===== config.mk =====
export PLATFORM = sky130hd
export DESIGN_NAME = pcint_ctrl
export DESIGN_NICKNAME = d
export VERILOG_FILES = /design/src/rtl/pcint_ctrl_pkg.sv /design/src/rtl/pcint_filter.sv /design/src/rtl/pcint_ctrl.sv
export SDC_FILE = /design/constraint.sdc
export NUM_CORES = 1
export LEC_CHECK = 0
export ABC_AREA = 0
export BUFFER_PORTS_ARGS = -buffer_cell sky130_fd_sc_hd__buf_2
export CORE_ASPECT_RATIO = 0.6
export CORE_MARGIN = 2
export CORE_UTILIZATION = 30
export CTS_CLUSTER_SIZE = 40
export DETAILED_ROUTE_END_ITERATION = 8
export GPL_ROUTABILITY_DRIVEN = 0
export GPL_TIMING_DRIVEN = 0
export PLACE_DENSITY_LB_ADDON = 0.2
export SLEW_MARGIN = 20
export SYNTH_ARGS = -nofsm -noshare
export SYNTH_HDL_FRONTEND = slang
export SYNTH_SLANG_ARGS = --single-unit

===== constraint.sdc =====
create_clock -name clk_i -period 4.6 [get_ports clk_i]
set_input_delay 1.15 -clock clk_i [delete_from_list [all_inputs] [get_ports clk_i]]
set_output_delay 1.15 -clock clk_i [all_outputs]
set_load 0.03 [all_outputs]

===== src/rtl/pcint_ctrl_pkg.sv =====
// Shared constants for the pin-change interrupt controller: register offsets,
// PCCTL bit positions and the I/O window address helpers.
package pcint_ctrl_pkg;

  typedef enum logic [2:0] {
    REG_PCMSK = 3'd0,
    REG_PCRIS = 3'd1,
    REG_PCFAL = 3'd2,
    REG_PCFLG = 3'd3,
    REG_PCCTL = 3'd4
  } pcint_reg_e;

  localparam int NUM_REGS = 5;
  localparam int PCCTL_IE = 0;
  localparam int PCCTL_FE = 1;
  localparam int CNT_W    = 4;

  // Addresses below the base wrap to large unsigned offsets and miss the window.
  function automatic logic adr_hit(input logic [5:0] adr, input logic [5:0] base);
    logic [6:0] diff;
    diff = {1'b0, adr} - {1'b0, base};
    return (diff < 7'(NUM_REGS));
  endfunction

  function automatic logic [2:0] adr_off(input logic [5:0] adr, input logic [5:0] base);
    logic [5:0] diff;
    diff = adr - base;
    return diff[2:0];
  endfunction

endpackage


===== src/rtl/pcint_filter.sv =====
// One pin: two-flop synchronizer plus optional stability filter producing the
// accepted level f and single-edge rise/fall strobes aligned with the f update.
module pcint_filter
  import pcint_ctrl_pkg::*;
#(
  parameter int FILT_CYC = 4
) (
  input  logic clk_i,
  input  logic rst_i,
  input  logic pin_i,
  input  logic fe_i,
  output logic f_o,
  output logic rise_raw_o,
  output logic fall_raw_o
);

  logic             s1_q, s2_q, f_q, f_d;
  logic [CNT_W-1:0] cnt_q, cnt_d;

  // Next accepted level and stability count
  always_comb begin
    f_d   = f_q;
    cnt_d = '0;
    if (!fe_i) begin
      f_d = s2_q;
    end else if (s2_q != f_q) begin
      if (cnt_q == CNT_W'(FILT_CYC - 1)) begin
        f_d = s2_q;
      end else begin
        cnt_d = cnt_q + 4'd1;
      end
    end else begin
      cnt_d = '0;
    end
  end

  // Synchronizer and filter state
  always_ff @(posedge clk_i or posedge rst_i) begin
    if (rst_i) begin
      s1_q  <= 1'b0;
      s2_q  <= 1'b0;
      f_q   <= 1'b0;
      cnt_q <= '0;
    end else begin
      s1_q  <= pin_i;
      s2_q  <= s1_q;
      f_q   <= f_d;
      cnt_q <= cnt_d;
    end
  end

  assign f_o        = f_q;
  assign rise_raw_o = f_d & ~f_q;
  assign fall_raw_o = ~f_d & f_q;

endmodule


===== src/rtl/pcint_ctrl.sv =====
// Pin-change interrupt controller: I/O register window, per-pin edge
// qualification, write-1-to-clear pending flags and the interrupt request.
module pcint_ctrl
  import pcint_ctrl_pkg::*;
#(
  parameter int         BITS     = 8,
  parameter logic [5:0] ADR_BASE = 6'h0C,
  parameter int         FILT_CYC = 4
) (
  input  logic            clk_i,
  input  logic            rst_i,
  input  logic            ena_i,
  input  logic [5:0]      adr_i,
  input  logic [7:0]      data_i,
  output logic [7:0]      data_o,
  input  logic            re_i,
  input  logic            we_i,
  output logic            selected_o,
  input  logic [BITS-1:0] port_i,
  output logic            irq_o,
  input  logic            irq_ack_i
);

  logic [BITS-1:0] msk_q, msk_d, ris_q, ris_d, fal_q, fal_d, flg_q, flg_d;
  logic [1:0]      ctl_q, ctl_d;
  logic [BITS-1:0] rise_raw, fall_raw, f_lvl_unused;
  logic [BITS-1:0] ev, wr_clr, ack_clr;
  logic [7:0]      rd_data;
  logic            hit, wr;
  pcint_reg_e      reg_off;

  assign hit     = adr_hit(adr_i, ADR_BASE);
  assign reg_off = pcint_reg_e'(adr_off(adr_i, ADR_BASE));
  assign wr      = we_i & ena_i & hit;

  for (genvar g = 0; g < BITS; g++) begin : g_pin
    pcint_filter #(.FILT_CYC(FILT_CYC)) u_filt (
      .clk_i      (clk_i),
      .rst_i      (rst_i),
      .pin_i      (port_i[g]),
      .fe_i       (ctl_q[PCCTL_FE]),
      .f_o        (f_lvl_unused[g]),
      .rise_raw_o (rise_raw[g]),
      .fall_raw_o (fall_raw[g])
    );
  end

  assign ev = (rise_raw & msk_q & ris_q) | (fall_raw & msk_q & fal_q);

  // Register writes and flag update; a same-edge event overrides any clear
  always_comb begin
    msk_d  = msk_q;
    ris_d  = ris_q;
    fal_d  = fal_q;
    ctl_d  = ctl_q;
    wr_clr = '0;
    if (wr) begin
      case (reg_off)
        REG_PCMSK: msk_d  = data_i[BITS-1:0];
        REG_PCRIS: ris_d  = data_i[BITS-1:0];
        REG_PCFAL: fal_d  = data_i[BITS-1:0];
        REG_PCFLG: wr_clr = data_i[BITS-1:0];
        REG_PCCTL: ctl_d  = data_i[1:0];
        default:   wr_clr = '0;
      endcase
    end else begin
      wr_clr = '0;
    end
    if (irq_ack_i && ena_i) begin
      ack_clr = '1;
    end else begin
      ack_clr = '0;
    end
    flg_d = (flg_q & ~(wr_clr | ack_clr)) | ev;
  end

  // Read mux; unimplemented bits read as zero
  always_comb begin
    rd_data = 8'h00;
    if (re_i && hit) begin
      case (reg_off)
        REG_PCMSK: rd_data[BITS-1:0] = msk_q;
        REG_PCRIS: rd_data[BITS-1:0] = ris_q;
        REG_PCFAL: rd_data[BITS-1:0] = fal_q;
        REG_PCFLG: rd_data[BITS-1:0] = flg_q;
        REG_PCCTL: rd_data[1:0]      = ctl_q;
        default:   rd_data = 8'h00;
      endcase
    end else begin
      rd_data = 8'h00;
    end
  end

  // Control and flag registers
  always_ff @(posedge clk_i or posedge rst_i) begin
    if (rst_i) begin
      msk_q <= '0;
      ris_q <= '0;
      fal_q <= '0;
      flg_q <= '0;
      ctl_q <= 2'b00;
    end else begin
      msk_q <= msk_d;
      ris_q <= ris_d;
      fal_q <= fal_d;
      flg_q <= flg_d;
      ctl_q <= ctl_d;
    end
  end

  assign data_o     = rd_data;
  assign selected_o = re_i & hit;
  assign irq_o      = ctl_q[PCCTL_IE] & (|flg_q);

endmodule


**Yosys cells after proc, flatten, opt, wreduce, memory -nomap -nowiden**

Cells that the tools add are included.

- Add/sub/neg operators: 10
- Reduce and logical (&&, ||, !) cells: 8
- Mux-type cells: 54
- Equality and inequality tests: 20
- Magnitude comparators: 1
- Bitwise gates (word level): 45

Operators with widths:

| operator | count |
|---|---|
| 2-to-1 mux 4 bit | 24 |
| bitwise AND 8 bit | 5 |
| adder 4 x 1 -> 4 bit (second input constant) | 8 |
| equality test 4 x 2 -> 1 bit (second input constant) | 8 |
| 2-to-1 mux 8 bit | 4 |
| 2-to-1 mux 1 bit | 24 |
| bitwise OR 8 bit | 3 |
| one-hot mux 6 bit (4 select lines) | 1 |
| bitwise AND 1 bit | 20 |
| NOT 1 bit | 16 |
| one-hot mux 2 bit (5 select lines) | 1 |
| != test 1 bit | 8 |
| NOT 8 bit | 1 |
| AND reduction 2 bit | 4 |
| OR reduction 8 bit | 1 |
| less-than comparator 7 x 3 -> 1 bit (second input constant) | 1 |
| subtractor 6 x 4 -> 7 bit (second input constant) | 1 |
| equality test 3 x 2 -> 1 bit (second input constant) | 2 |
| equality test 3 x 1 -> 1 bit (second input constant) | 1 |
| equality test 3 bit (second input constant) | 1 |
| logical NOT 3 bit | 1 |
| subtractor 3 bit (second input constant) | 1 |
| logical AND 1 bit | 2 |

- Word-level logic and storage cells: 175
- Flip-flop bits (word level): 90

**Logic depth before layout (Yosys ltp)**

- Depth after elaboration: 10
- Gate-level depth with buffers: 6
- Gate-level depth less buffers: 5

**Cells and area by module**

From an unflattened synthesis, not the netlist that was laid out.

- Cells, all modules: 354
- Area, all modules: 4299.1 µm²

By module, submodules not included:

| module | cells an instance | area an instance (µm²) | times used |
|---|---|---|---|
| pcint_filter | 23 | 291.5 | 8 |
| pcint_ctrl | 170 | 1966.9 | 1 |

**Least setup slack after synthesis**

OpenSTA, ideal clock, no wires.

- Path type: input to output
- Start point: input port adr_i[2]
- End point: output port data_o[0]
- Slack: 0.540 ns
- Data required time: 3.450 ns
- Arrival time: 2.910 ns
- Stages: 5
- Path buffers: 0
- Path through: ha_1 -> nor2_1 -> nand2_1 -> and2_1 -> nor4bb_1

- Longest elaborated chain between the ends: 4

RTL lines:

| element | RTL line | RTL |
|---|---|---|
| start: declaration | pcint_ctrl.sv:13 | `input logic [5:0] adr_i,` |
| subtractor 6 x 4 -> 7 bit or subtractor 3 bit (tied branches) | pcint_ctrl_pkg.sv:21, pcint_ctrl_pkg.sv:27 |  |
| less-than comparator 7 x 3 -> 1 bit, or another cell as far along | pcint_ctrl_pkg.sv:22 | `return (diff < 7'(NUM_REGS));` |
| logical AND 1 bit or one-hot mux 2 bit (5 select lines) (tied branches) | pcint_ctrl.sv:80, pcint_ctrl.sv:81 |  |
| 2-to-1 mux 8 bit * | pcint_ctrl.sv:80 | `if (re_i && hit) begin` |
| end: declaration | pcint_ctrl.sv:15 | `output logic [7:0] data_o,` |

Every way passes the cells marked *; elsewhere a longest branch is shown, timed or not.

**Worst setup path in the final report**

- Start point: input port adr_i[2]
- End point: output port data_o[2]

- Longest elaborated chain between the ends: 4

RTL lines:

| element | RTL line |
|---|---|
| subtractor 6 x 4 -> 7 bit or subtractor 3 bit (tied branches) | pcint_ctrl_pkg.sv:21, pcint_ctrl_pkg.sv:27 |
| less-than comparator 7 x 3 -> 1 bit, or another cell as far along | pcint_ctrl_pkg.sv:22 |
| logical AND 1 bit or one-hot mux 6 bit (4 select lines) (tied branches) | pcint_ctrl.sv:80, pcint_ctrl.sv:81 |
| 2-to-1 mux 8 bit * | pcint_ctrl.sv:80 |

Marks and branches as above.

==> impl_metrics.toml <==
[power_and_ir_drop]
leakagePower_uw = 0.00230
switching_share_pct = 25.4
p_total_uw = 1850
clkPwrFrac_pct = 36.5
p_per_area_nw_per_um2 = 376
vdd.ir_drop.worst_uv = 149
p_int_uw = 1380
sequentialPowerShare_pct = 50.4
netSwitchingPower_uw = 470
pwr-share-comb_pct = 13.1

[cts]
numCtsBuffers = 9
insertion_delay_ns = 0.33
clk_pin_slew_ns = 0.06
cts_tree = "built"
h-tree-depth = 3
cts_resized = 0
holdBufCountCts = 0
clockBufferDepth = 2
clock-root-buffer = "clkbuf_16"
post_cts_buffers = 0
clkSinkCount = 90

[cells_and_area]
seq_area_um2 = 2250
multi_input_area_um2 = 1920
mostFrequentLayoutCells = "90 x dfrtp_1, 39 x buf_2, 36 x mux2_2, 26 x nand2b_1, 20 x nor2_1"
antennaDiodeCount = 0
final_common_cell = "dfrtp_1"
final_core_utilization_pct = 36.0
drive_above_1_share_pct = 24.1
fillers = 1360
area_growth_pct = 17.1
fin_nets = 435

[synthesis]
synth_warnings = 0
synth_cell_types = 34
synth_top_family_by_area = "simple AND/OR/NAND/NOR gates"
synth_seq_area_share_pct = 53.6
synth_fp_nets = 388
ys_seq_elements = 90
netlist_instances = 351
synth_fa_ha_area_share_pct = 2.68
synth_xor_xnor_area_share_pct = 3.33
synthMuxAreaShare_pct = 13.0
synth_compound_area_share_pct = 9.43
synth_area_um2 = 4200
yosys.area_share.simple_pct = 17.2
syn_area_per_cell_um2 = 12.0

[min_path]
min_path_cells = 0
min_path_type = "register to register"

[floorplanning]
core_area_um2 = 13700
die_x_um = 157
initial_utilization_pct = 30.8
row_count = 33
dieHeight_um = 95.7
die-area_um2 = 15000
io-pin-count = 38

[worst_setup_path]
r2r_cells = 2
crit_fanout = 6
start_kind = "input port"
cp.required_ns = 3.45
critPathKind = "input port to output port"
crit_arrival_ns = 2.91
slowest_stage = "a21oi_1"
critical-path-max-stage-delay_ns = 0.57
crit_top_cell = "buf_2"
end_kind = "output port"
path_cells = "buf_2, ha_1, nor2_1, nand2_1, a21oi_1, and2_1, buf_2"

[placed_design]
port_buffers = 35
place_ws_ns = 0.537
hpwlAfterDp_um = 6600

[timing]
worst_pin_slew_ns = 0.896
fin_skew_ns = 0.00464
fin_crit_ns = 4.06
finalMaxSlewViolations = 0
setup_violations = 0
period_share_pct = 88.3
hold_viol_final = 0
setup_ws_ns = 0.540
tns_ns = 0
rsz0062_at_grt = "no"
holdWs_ns = 0.342
max-slew-margin-rel_pct = 40.3
max_freq_mhz = 246

[drt]
drt-pass1-iter-count = 4
wire_per_inst_um = 15.7
drc = 0
via_per_inst = 4.66
ant_nets = 0
vias = 2768
wl_um = 9350
drt_iter0_drc = 118

[run]
drv_cap = 0

[global_route]
grt_use_total_pct = 13.6
grt_pass1_vias = 2816
grt_max_degree = 56
grt-ovfl-total = 0
antenna_found_initial = 0
grt_pass1_wl_um = 15200

[run_status]
outcome = "completed"
==> power groups by stage <==
stage / logic, uW / registers, uW / clock network, uW
2_1_floorplan: 188 / 920 / 0
6_report: 243 / 934 / 676
4_1_cts: 246 / 933 / 703
3_3_place_gp: 237 / 946 / 0
3_5_place_dp: 245 / 947 / 0
5_1_grt: 272 / 943 / 735
==> sequential cells by signal, summed over array words and instances (netlist names) <==
register	count
g_pin.u_filt.cnt_q	32
ctl_q	2
g_pin.u_filt.s1_q	8
ris_q	8
g_pin.u_filt.s2_q	8
fal_q	8
flg_q	8
g_pin.u_filt.f_o	8
msk_q	8
==> cells by family (layout without fill, tap and decap cells) <==
group                      Yosys count  count (layout)
adders and majority gates            9               9
DFF                                 90              90
muxes                               50              50
xor gates and xnor gates            16              16
AOI/OAI and AO/OA                   52              52
and+or+nand+nor                    126             126
buffers and inverters                8              59
==> through the flow <==
step / instances / instance area, um2
finish: 594 / 4920
global route: 594 / 4920
CTS: 594 / 4920
detailed placement: 579 / 4650
global placement: 578 / 4620
floorplan: 351 / 4200
==> worst max-delay path, delay by kind of cell <==
family	cells	cell delay [ns]
adders and majority gates	1	0.22
buffers and inverters	2	0.33
and+or+nand+nor	3	0.64
AOI/OAI and AO/OA	1	0.57
==> synth_stat cells (all sizes together) <==
cell type / instances / area (um2)
nor3b: 1 / 7.51
xor2: 16 / 140
a21boi: 2 / 15.0
a21oi: 9 / 45.0
and3b: 2 / 17.5
nor2: 20 / 75.1
o22ai: 8 / 50.1
or2: 1 / 6.26
mux2: 36 / 405
a22oi: 2 / 15.0
o21ai: 18 / 93.8
ha: 9 / 113
nand2: 13 / 48.8
and2: 15 / 93.8
inv: 2 / 7.51
nor4bb: 2 / 20.0
nand3: 8 / 40.0
and3: 16 / 100
dfrtp: 90 / 2250
o32a: 1 / 10.0
mux2i: 14 / 140
nor4: 2 / 12.5
nor2b: 10 / 62.6
nand4b: 1 / 8.76
a2111oi: 4 / 97.6
nand2b: 26 / 163
nand4: 1 / 6.26
nand3b: 8 / 60.1
a211o: 8 / 70.1
clkbuf: 2 / 7.51
buf: 4 / 20.0
==> area by class of cell <==
type	count	area share, %
Clock inverter	3	0.305
Buffer	6	0.559
Inverter	2	0.254
Tap cell	192	4.88
Sequential cell	90	45.7
Timing Repair Buffer	36	4.12
Multi-Input combinational cell	253	38.9
Clock buffer	12	5.21
==> path summary, 6_finish.rpt <==
| kind | startpoint | to | slack, ns |
|---|---|---|---|
| setup / recovery | adr_i[2] | data_o[2] | 0.54 |
| hold / removal | g_pin[6].u_filt.s1_q$_DFF_PP0_ | g_pin[6].u_filt.s2_q$_DFF_PP0_ | 0.34 |
| setup reg to reg | ctl_q[1]$_DFFE_PP0P_ | ctl_q[1]$_DFFE_PP0P_ | 2.96 |
| hold reg to reg | g_pin[6].u_filt.s1_q$_DFF_PP0_ | g_pin[6].u_filt.s2_q$_DFF_PP0_ | 0.34 |
| max in group asynchronous | rst_i | flg_q[3]$_DFF_PP0_ | 3.22 |
| min in group asynchronous | rst_i | g_pin[1].u_filt.cnt_q[2]$_DFF_PP0_ | 0.79 |
==> layer usage <==
metal  up-vias  part of all wire [%]  GRT usage [%]
li1       1355                     -              -
met3         8                   4.1           3.56
met5         -                     0              0
met2        41                    40           19.2
met1      1364                    55           20.6
met4         0                  0.81           2.98
No activity file was read; power rests on OpenSTA's default activity.
